<file path="config.mk">
export PLATFORM = sky130hd
export DESIGN_NAME = frequency_divider
export DESIGN_NICKNAME = d
export VERILOG_FILES = /design/src/rtl/freq_div_pkg.sv /design/src/rtl/freq_div_counter.sv /design/src/rtl/frequency_divider.sv
export SDC_FILE = /design/constraint.sdc
export NUM_CORES = 1
export LEC_CHECK = 0
export ABC_AREA = 1
export CAP_MARGIN = 40
export CORE_AREA = 2 2 39 41
export DETAILED_ROUTE_END_ITERATION = 7
export DIE_AREA = 0 0 41 43
export SETUP_SLACK_MARGIN = 0.5
export SLEW_MARGIN = 15
export SYNTH_ARGS = -nofsm -noshare
export SYNTH_HDL_FRONTEND = slang
export SYNTH_SLANG_ARGS = --single-unit
</file>
<file path="constraint.sdc">
create_clock -name clk -period 1.3 [get_ports clk]
set_input_delay 0.39 -clock clk [delete_from_list [all_inputs] [get_ports clk]]
set_output_delay 0.39 -clock clk [all_outputs]
set_load 0.01 [all_outputs]
</file>
<file path="src/rtl/freq_div_pkg.sv">
// Shared constants and helpers for the frequency divider.
// Default half-period and counter width sizing.
package freq_div_pkg;

    localparam int FREQ_DIV_DEFAULT_N = 8;

    // Counter must be able to hold the value n itself.
    function automatic int freq_div_cnt_w(input int n);
        return $clog2(n + 1);
    endfunction

endpackage

</file>
<file path="src/rtl/freq_div_counter.sv">
// Reloading 1..N counter with terminal-count flag (tc high while cnt == N).
// Latency: tc is combinational from the registered count; no backpressure.
// Backpressure: none, free-running every clk edge unless rst is high.
module freq_div_counter
    import freq_div_pkg::*;
#(
    parameter int N = FREQ_DIV_DEFAULT_N
) (
    input  logic clk,
    input  logic rst,
    output logic tc
);

    localparam int CNT_W = freq_div_cnt_w(N);
    localparam logic [CNT_W-1:0] TERM = CNT_W'(N);
    localparam logic [CNT_W-1:0] ONE  = CNT_W'(1);

    // Declaration initialiser gives the power-up state without needing a reset pulse.
    logic [CNT_W-1:0] cnt = '0;
    logic [CNT_W-1:0] cnt_nxt;

    always_comb begin
        cnt_nxt = cnt + ONE;
        if (cnt == TERM) begin
            cnt_nxt = ONE;
        end
    end

    always_ff @(posedge clk) begin
        if (rst) begin
            cnt <= '0;
        end else begin
            cnt <= cnt_nxt;
        end
    end

    assign tc = (cnt == TERM);

endmodule

</file>
<file path="src/rtl/frequency_divider.sv">
// Divides clk by 2*N into a registered 50% square wave on out_clk.
// Latency: out_clk toggles on edge N+1 after reset/power-up, then every N edges.
// Backpressure: none; optional tick (FREQ_DIV_TICK_EN) pulses the cycle after each toggle.
module frequency_divider
    import freq_div_pkg::*;
#(
    parameter int N = FREQ_DIV_DEFAULT_N
) (
    input  logic clk,
    input  logic rst,
`ifdef FREQ_DIV_TICK_EN
    output logic tick,
`endif
    output logic out_clk
);

    generate
        if (N < 1) begin : g_bad_n
            $error("frequency_divider: N must be >= 1");
        end
    endgenerate

    logic tc;
    logic out_q = 1'b0;

    freq_div_counter #(
        .N (N)
    ) u_counter (
        .clk (clk),
        .rst (rst),
        .tc  (tc)
    );

    always_ff @(posedge clk) begin
        if (rst) begin
            out_q <= 1'b0;
        end else if (tc) begin
            out_q <= ~out_q;
        end
    end

    assign out_clk = out_q;

`ifdef FREQ_DIV_TICK_EN
    // Registered from the same tc that toggles out_q, so it lines up with the new level.
    logic tick_q = 1'b0;

    always_ff @(posedge clk) begin
        if (rst) begin
            tick_q <= 1'b0;
        end else begin
            tick_q <= tc;
        end
    end

    assign tick = tick_q;
`endif

endmodule

</file>
==> impl_summary.md, run 1 <==
Run status
The run finished with clean final reports.

Worst setup path
The family of cells with the greatest summed delay on the critical path is flip-flops. In this run the worst path has a maximum fanout of 2. Traced cell by cell, the critical path runs through buf_6. STA puts the critical path data arrival time at 0.67 ns. The critical path's slowest cell is dfxtp_2.

The critical path is of the flop to primary output type. The startpoint kind of the worst setup timing path is a flop. The largest single stage delay on the critical path is 0.32 ns.

At the worst endpoint, the required time is 0.91 ns. Counting both buffers and inverters, the worst setup path holds a total of 1. The element type at the critical path end is a primary output.

Die
During I/O placement, the number of pins put on the boundary was 3. The number of standard-cell rows in the floorplan is 14. The total area inside the core boundary comes to 1380 um^2.

For this configuration, the core starts out at a cell density of 16.9%. The die covers 1760 um^2. The horizontal die dimension is 41 um. The die is 43 um tall.

Timing
Setup repair after global routing could not meet its margin everywhere. The number of max-slew violations in the final report is 0. The worst hold slack after final layout is 0.449 ns. The final count of hold timing violations is 0. The achievable frequency is 0.942 GHz.

At the pin with the least slew margin, the transition time is 0.212 ns. The final count of negative-setup-slack endpoints is 0. The post-route clock period utilization is 81.7%. Clock skew on the completed layout was measured at 0.00871 ns. The routed design could run at a clock period as short as 1.06 ns. Measured against its own limit, the worst slew margin works out to 85.9%.

After routing, the total negative slack on setup checks comes to 0 ns.

Cells and area
The number of antenna diodes is 0. Cells with a size suffix above 1 make up 65.0% of the layout. The net count of the finished layout is 45. The final-layout fill cell count is 141. The growth of design area from synthesis to finish is 77.5%. Summing all multi-input logic gate instances after layout gives 173 um^2. In the final layout, flip-flops and latches occupy 110 um^2.

Min path
The min-delay analysis places its worst path in the category input port to flop.

Placed design
The wire-length estimate of the detail-placed layout is 248 um. In this run the tool buffered the top-level ports with 2 buffer cells. The routability-driven placement congestion ratio is 0.736.

Routing
The DRC marker count from the first detailed-route iteration is 1. Using the TritonRoute via totals, the vias-per-cell ratio works out to 3.82. The number of vias after detailed routing is 214. After detailed routing, the average wire length per cell comes to 8.88 um. The remaining routing DRC violations is 0. The detail route stage leaves a number of antenna-violating nets equal to 0. The final routed wirelength across all metal layers is 497 um. The number of detailed-routing iterations run before antenna repair is 2.

Logic synthesis
The share of synthesized area occupied by flip-flops and latches is 42.8%. Counting every instance in the synthesized netlist gives 29. The Yosys step of the flow raised 0 warnings.

The post-synthesis net count is 33. After synthesis, the cell types taking the most area are dfxtp_1 43%, ha_1 11%, inv_1 9.6%. Counting flops and latches in the post-synthesis netlist gives 5. After synthesis the cells add up to 234 um^2. The synthesized area per cell is 8.07 um^2.

Of all cell types, the one taking the most synthesized area is dfxtp_1. The number of distinct library cells after synthesis is 13. The fraction of post-synthesis cell area in the top cell type by area is 42.8%.

Clocking
The maximum buffer depth of the clock tree is 2. The clock-pin slew on the worst setup and hold paths is 0.05 ns. TritonCTS created 3 clock buffers. Clock latency on the worst-skew pair, taken at its later pin, is 0.24 ns. The number of clock sinks is 5. CTS built an H-tree with a depth of 1.

The master cell of the clock root buffer is clkbuf_4. For this design, the CTS-stage hold fixing added 0 buffers. The CTS tree is yes.

Power
For this design the static power due to leakage is 0.000153 uW. The largest vdd supply drop is 0.585 mV. The areal power density over the cells is 1040 nW/um^2.

Run
Across the run, the number of max-cap violations was 0.

Global route
The number of global-route vias before repair is 193. The total global routing overflow is 0. The number of antenna violations at the first check in global routing is 0. The largest net degree at the start of global routing is 6. The all-layer global routing usage is 6.44%. The wire length of the first global-routing pass is 703 um.
## layer usage
layer  up-vias  share of wire (%)  routed length, um  global-route usage, %
met4         0                  0                  0                   2.00
met1       100                 36                177                   6.47
met5         -                  0                  0                      0
li1        110                  -                  -                      -
met3         0                5.4                 27                   6.28
met2         4                 59                292                   9.06
## report_power, final
group	internal, uW	switching, uW
logic	40.6	33.2
clock network	116	66.7
registers	163	11.4
## path summary, 6_finish.rpt
check / from / endpoint / slack (ns) / depth (start not counted)
setup / recovery: out_clk / out_clk / 0.24 / 1
hold / removal: rst / u_counter.cnt[0] / 0.45 / 2
setup reg to reg: u_counter.cnt[0] / u_counter.cnt[3] / 0.33 / 6
hold reg to reg: u_counter.cnt[1] / u_counter.cnt[3] / 0.54 / 2
## cell usage after synthesis (all sizes together)
cell type / number
a21oi: 2
nand2: 5
inv: 6
ha: 2
nor2: 5
xnor2: 1
nand3: 2
dfxtp: 5
nand4: 1
## final cells by class
cell class | count | area share [%]
tap | 16 | 4.82
inverter | 6 | 6.02
clock buffer | 4 | 6.33
timing repair buffer | 7 | 14.8
multi-input combinational | 18 | 41.6
sequential | 5 | 26.5
## flip-flops by register name, indices dropped and copies added, names as in the netlist
register	flops
u_counter.cnt	4
out_clk	1
## kinds of logic (layout without fill, tap and decap cells)
group | after synthesis | in the layout | share of synthesized area [%]
AOI/OAI and AO/OA | 2 | 2 | 5.88
adders and majority gates | 2 | 2 | 10.7
xor gates and xnor gates | 1 | 1 | 3.74
and+or+nand+nor | 13 | 13 | 27.3
DFF | 5 | 5 | 42.8
buffers and inverters | 6 | 17 | 9.62
## through the flow
step	cells	setup WS [ns]	instance area, um^2	util [%]	power [uW]
3_5_place_dp	47	0.0459	289	20.9	214
5_1_grt	56	0.213	415	30.0	461
4_1_cts	52	0.237	355	25.7	411
2_1_floorplan	29	0.387	249	-	204
6_report	56	0.238	415	30.0	431
3_3_place_gp	47	0.0552	289	20.9	213
## what timing repair did
item	in CTS	in global routing
endpoints found under the hold margin	0	0
resized for setup	14	8
pin swaps	4	5
endpoints found under the setup margin	6	6
cloned	0	0
buffers inserted	1	4
## layout by cell type, fill, tap and decap left out
cell	netlist	final
nand2_2	1	1
nand2_4	0	1
xnor2_2	0	1
nand4_1	1	1
nand3_4	0	1
nor2_2	1	2
clkbuf_4	0	3
nand2_1	4	3
buf_6	0	2
inv_4	0	1
nand3_1	1	1
clkbuf_1	0	1
inv_2	0	1
a21oi_2	1	2
dfxtp_1	5	1
ha_4	0	2
inv_1	6	4
nor2_1	4	2
dfxtp_4	0	2
nor2_4	0	1
buf_4	0	4
dlygate4sd2_1	0	1
dfxtp_2	0	2
(Power assumes the default switching activity.)
==> run 2: changes to the inputs <==
Clock period 1.3 ns to 1.1 ns, I/O delays scaled along.
==> run 2 against run 1 <==
  * Power up 14%
  * Clock power grew 15%
  * Critical path depth unchanged
  * Flip-flop and latch count did not move
  * Register-to-register slack got worse by 0.21 ns
  * Die area unchanged
  * Worst setup slack got worse by 0.13 ns
  * Critical path type unchanged
==> impl_summary.md, run 2 (synthesized netlist as in run 1, its figures left out) <==
Run status
The flow ran to the end, and the final reports show no timing, DRC or antenna violations.

Worst setup path
The critical path goes through buf_6. Along the worst path, the maximum fanout reaches 2. On the critical path, the stage with the largest delay is an instance of dfxtp_2. For the worst flop-to-flop path, the logic depth is 6. The register-to-register setup slack is 0.12 ns. The worst register-to-register path begins at u_counter.cnt[0].

The element type at the critical path end is a primary output. The family of cells with the greatest summed delay on the critical path is flip-flops. The endpoint identified for the worst register-to-register timing path is u_counter.cnt[3].

The worst setup path is launched from a flop. The worst setup path is of the flop to primary output kind. The critical path buffer and inverter count is 1. Data on the critical path arrives at its endpoint at 0.66 ns. In this design, the stage delay of the slowest critical-path cell is 0.31 ns. The required time at the endpoint of the critical path is 0.77 ns.

Die
In this run the core area contains 14 standard-cell rows. The core region is 1380 um^2. Pin placement for this block handled 3 I/O pins. The horizontal die dimension is 41 um. The height of the die is 43 um. The starting density of the core is 16.9%. The floorplan die area is 1760 um^2.

Routing
After detailed routing, the total wire length is 450 um. The number of vias after detailed routing is 204. The number of nets with antenna violations after detailed routing is 0. The remaining routing DRC violations is 0.

The mean number of vias per cell is 3.58. The DRC marker count from the first detailed-route iteration is 5. The routed wirelength normalized by instance count is 7.89 um. For this run, the detailed router's first-pass iteration total came to 2.

Global route
After global routing the overflow that remains totals 0. The number of global-route vias before repair is 179. The number of antenna violations at the first check in global routing was 0. Entering global routing, the biggest net connects 6 pins. The wire length of the first global-routing pass is 690 um. Global routing consumed, over all layers together, 6.34% of the routing resources.

Clocking
Clock tree synthesis inserted a total of 3 buffers. The tree is rooted in a clkbuf_4. The number of H-tree levels is 1.

Hold repair after CTS inserted 0 buffers. TritonCTS built the clock tree. The maximum buffer depth of the clock tree is 2. Clock latency on the worst-skew pair, taken at its later pin, is 0.24 ns. Clock-pin slew was measured on the worst setup and hold paths at 0.04 ns. CTS saw 5 sinks.

Cells and area
Leaving out fill and tap cells, the most frequent cells in the layout are 6 x buf_4, 4 x inv_1, 3 x nand2_1, 3 x nor2_2, 3 x clkbuf_4. The growth of design area from synthesis to finish is 66.8%. The fraction of layout cells with a size suffix above 1 is 61.0%. The final-layout fill cell count is 141.

The multi-input combinational cells in the finished layout cover a total of 150 um^2. The final net count is 46. The register with the most flip-flops in the layout has 4 of them. The area used by sequential logic in the layout is 106 um^2. The register containing the most flip-flops in the final layout is u_counter.cnt.

The most frequent standard cell in the layout excluding fill and tap cells is buf_4. 0 antenna diodes ended up in the layout. The final instance area is 390 um^2.

Power
The static leakage power is 0.000153 uW. The total design power is 490 uW. The largest vdd supply drop is 0.670 mV. Dividing total power by cell area gives a power density of 1250 nW/um^2.

Min path
The path with the worst hold slack has its endpoint at u_counter.cnt[0]. The path class of the lowest-slack min-delay path is input port to flop. Along the worst hold path, the cell count comes to 3. In this run the most critical hold path is launched from rst.

Timing
The number of max-slew violations in the final report is 0. Setup repair after global routing could not meet its margin everywhere. The smallest clock period supported by the final layout is computed as 0.995 ns.

The final worst clock skew is 0.00368 ns. For the pin with the worst max-slew slack, the measured transition is 0.231 ns. The final count of hold timing violations is 0. The worst hold slack after final layout is 0.477 ns. The achievable frequency is 1.01 GHz. The sum of negative setup slack is 0 ns. Setup violations remaining at the end of the flow were counted as 0. The worst path uses 90.4% of the clock period. Across all setup checks in the final design, the least slack found is 0.105 ns.

The worst pin sits at a relative slew slack of 84.6%.

Placed design
The detailed-placement wirelength estimate is 291 um. The area of placed instances is 304 um^2. The number of input and output port buffers inserted is 2. The routability-driven placement congestion ratio is 0.665.

The worst setup slack after placement is -0.0661 ns.

Run
Across the run, the number of max-cap violations was 0.
[run 2: cell types whose count changed in the layout (fill, tap and decap cells not counted)]
cell / delta
ha_2: +1
nor2_2: +1
dfxtp_4: -1
buf_4: +2
xnor2_1: +1
inv_2: +1
dfxtp_1: +1
nor2_4: -1
ha_4: -1
inv_4: -1
xnor2_2: -1
buf_6: -1
[run 2: how the worst max path moves through the flow]
stage                      from      end  cells after the start  slack, ns
2_1_floorplan  u_counter.cnt[1]  out_clk                      7       0.19
4_1_cts                 out_clk  out_clk                      1       0.09
3_5_place_dp            out_clk  out_clk                      1      -0.07
6_report                out_clk  out_clk                      1       0.11
3_3_place_gp            out_clk  out_clk                      1      -0.06
5_1_grt        u_counter.cnt[0]  out_clk                      7       0.05
[run 2: layout make-up]
cell class / count / share of cell area, %
sequential: 5 / 27.2
inverter: 6 / 5.77
multi-input combinational: 18 / 38.5
tap: 16 / 5.13
clock buffer: 4 / 6.73
timing repair buffer: 8 / 16.7
[run 2: per-layer routing]
metal,routed length [um],global-route usage (%),up-vias
met3,11,4.71,0
li1,-,-,111
met1,194,6.15,92
met5,0,0,-
met4,0,2.00,0
met2,244,10.0,1
[run 2: where the power goes]
part | switching, uW | leakage, uW | internal [uW] | total (uW)
registers | 11.0 | 0.0000423 | 192 | 203
clock network | 73.7 | 0.0000150 | 137 | 211
logic | 34.3 | 0.0000955 | 41.8 | 76.0
[run 2: through the flow]
stage,instances,util [%]
after global placement,49,22.0
after floorplan,29,-
after detailed placement,49,22.0
after CTS,55,26.6
after global routing,57,28.2
final,57,28.2
[run 2: timing repair]
action                                  CTS  global route
gates resized for setup                  12             3
setup buffers                             2             2
endpoints found under the setup margin    6             6
pin swaps                                 3             4
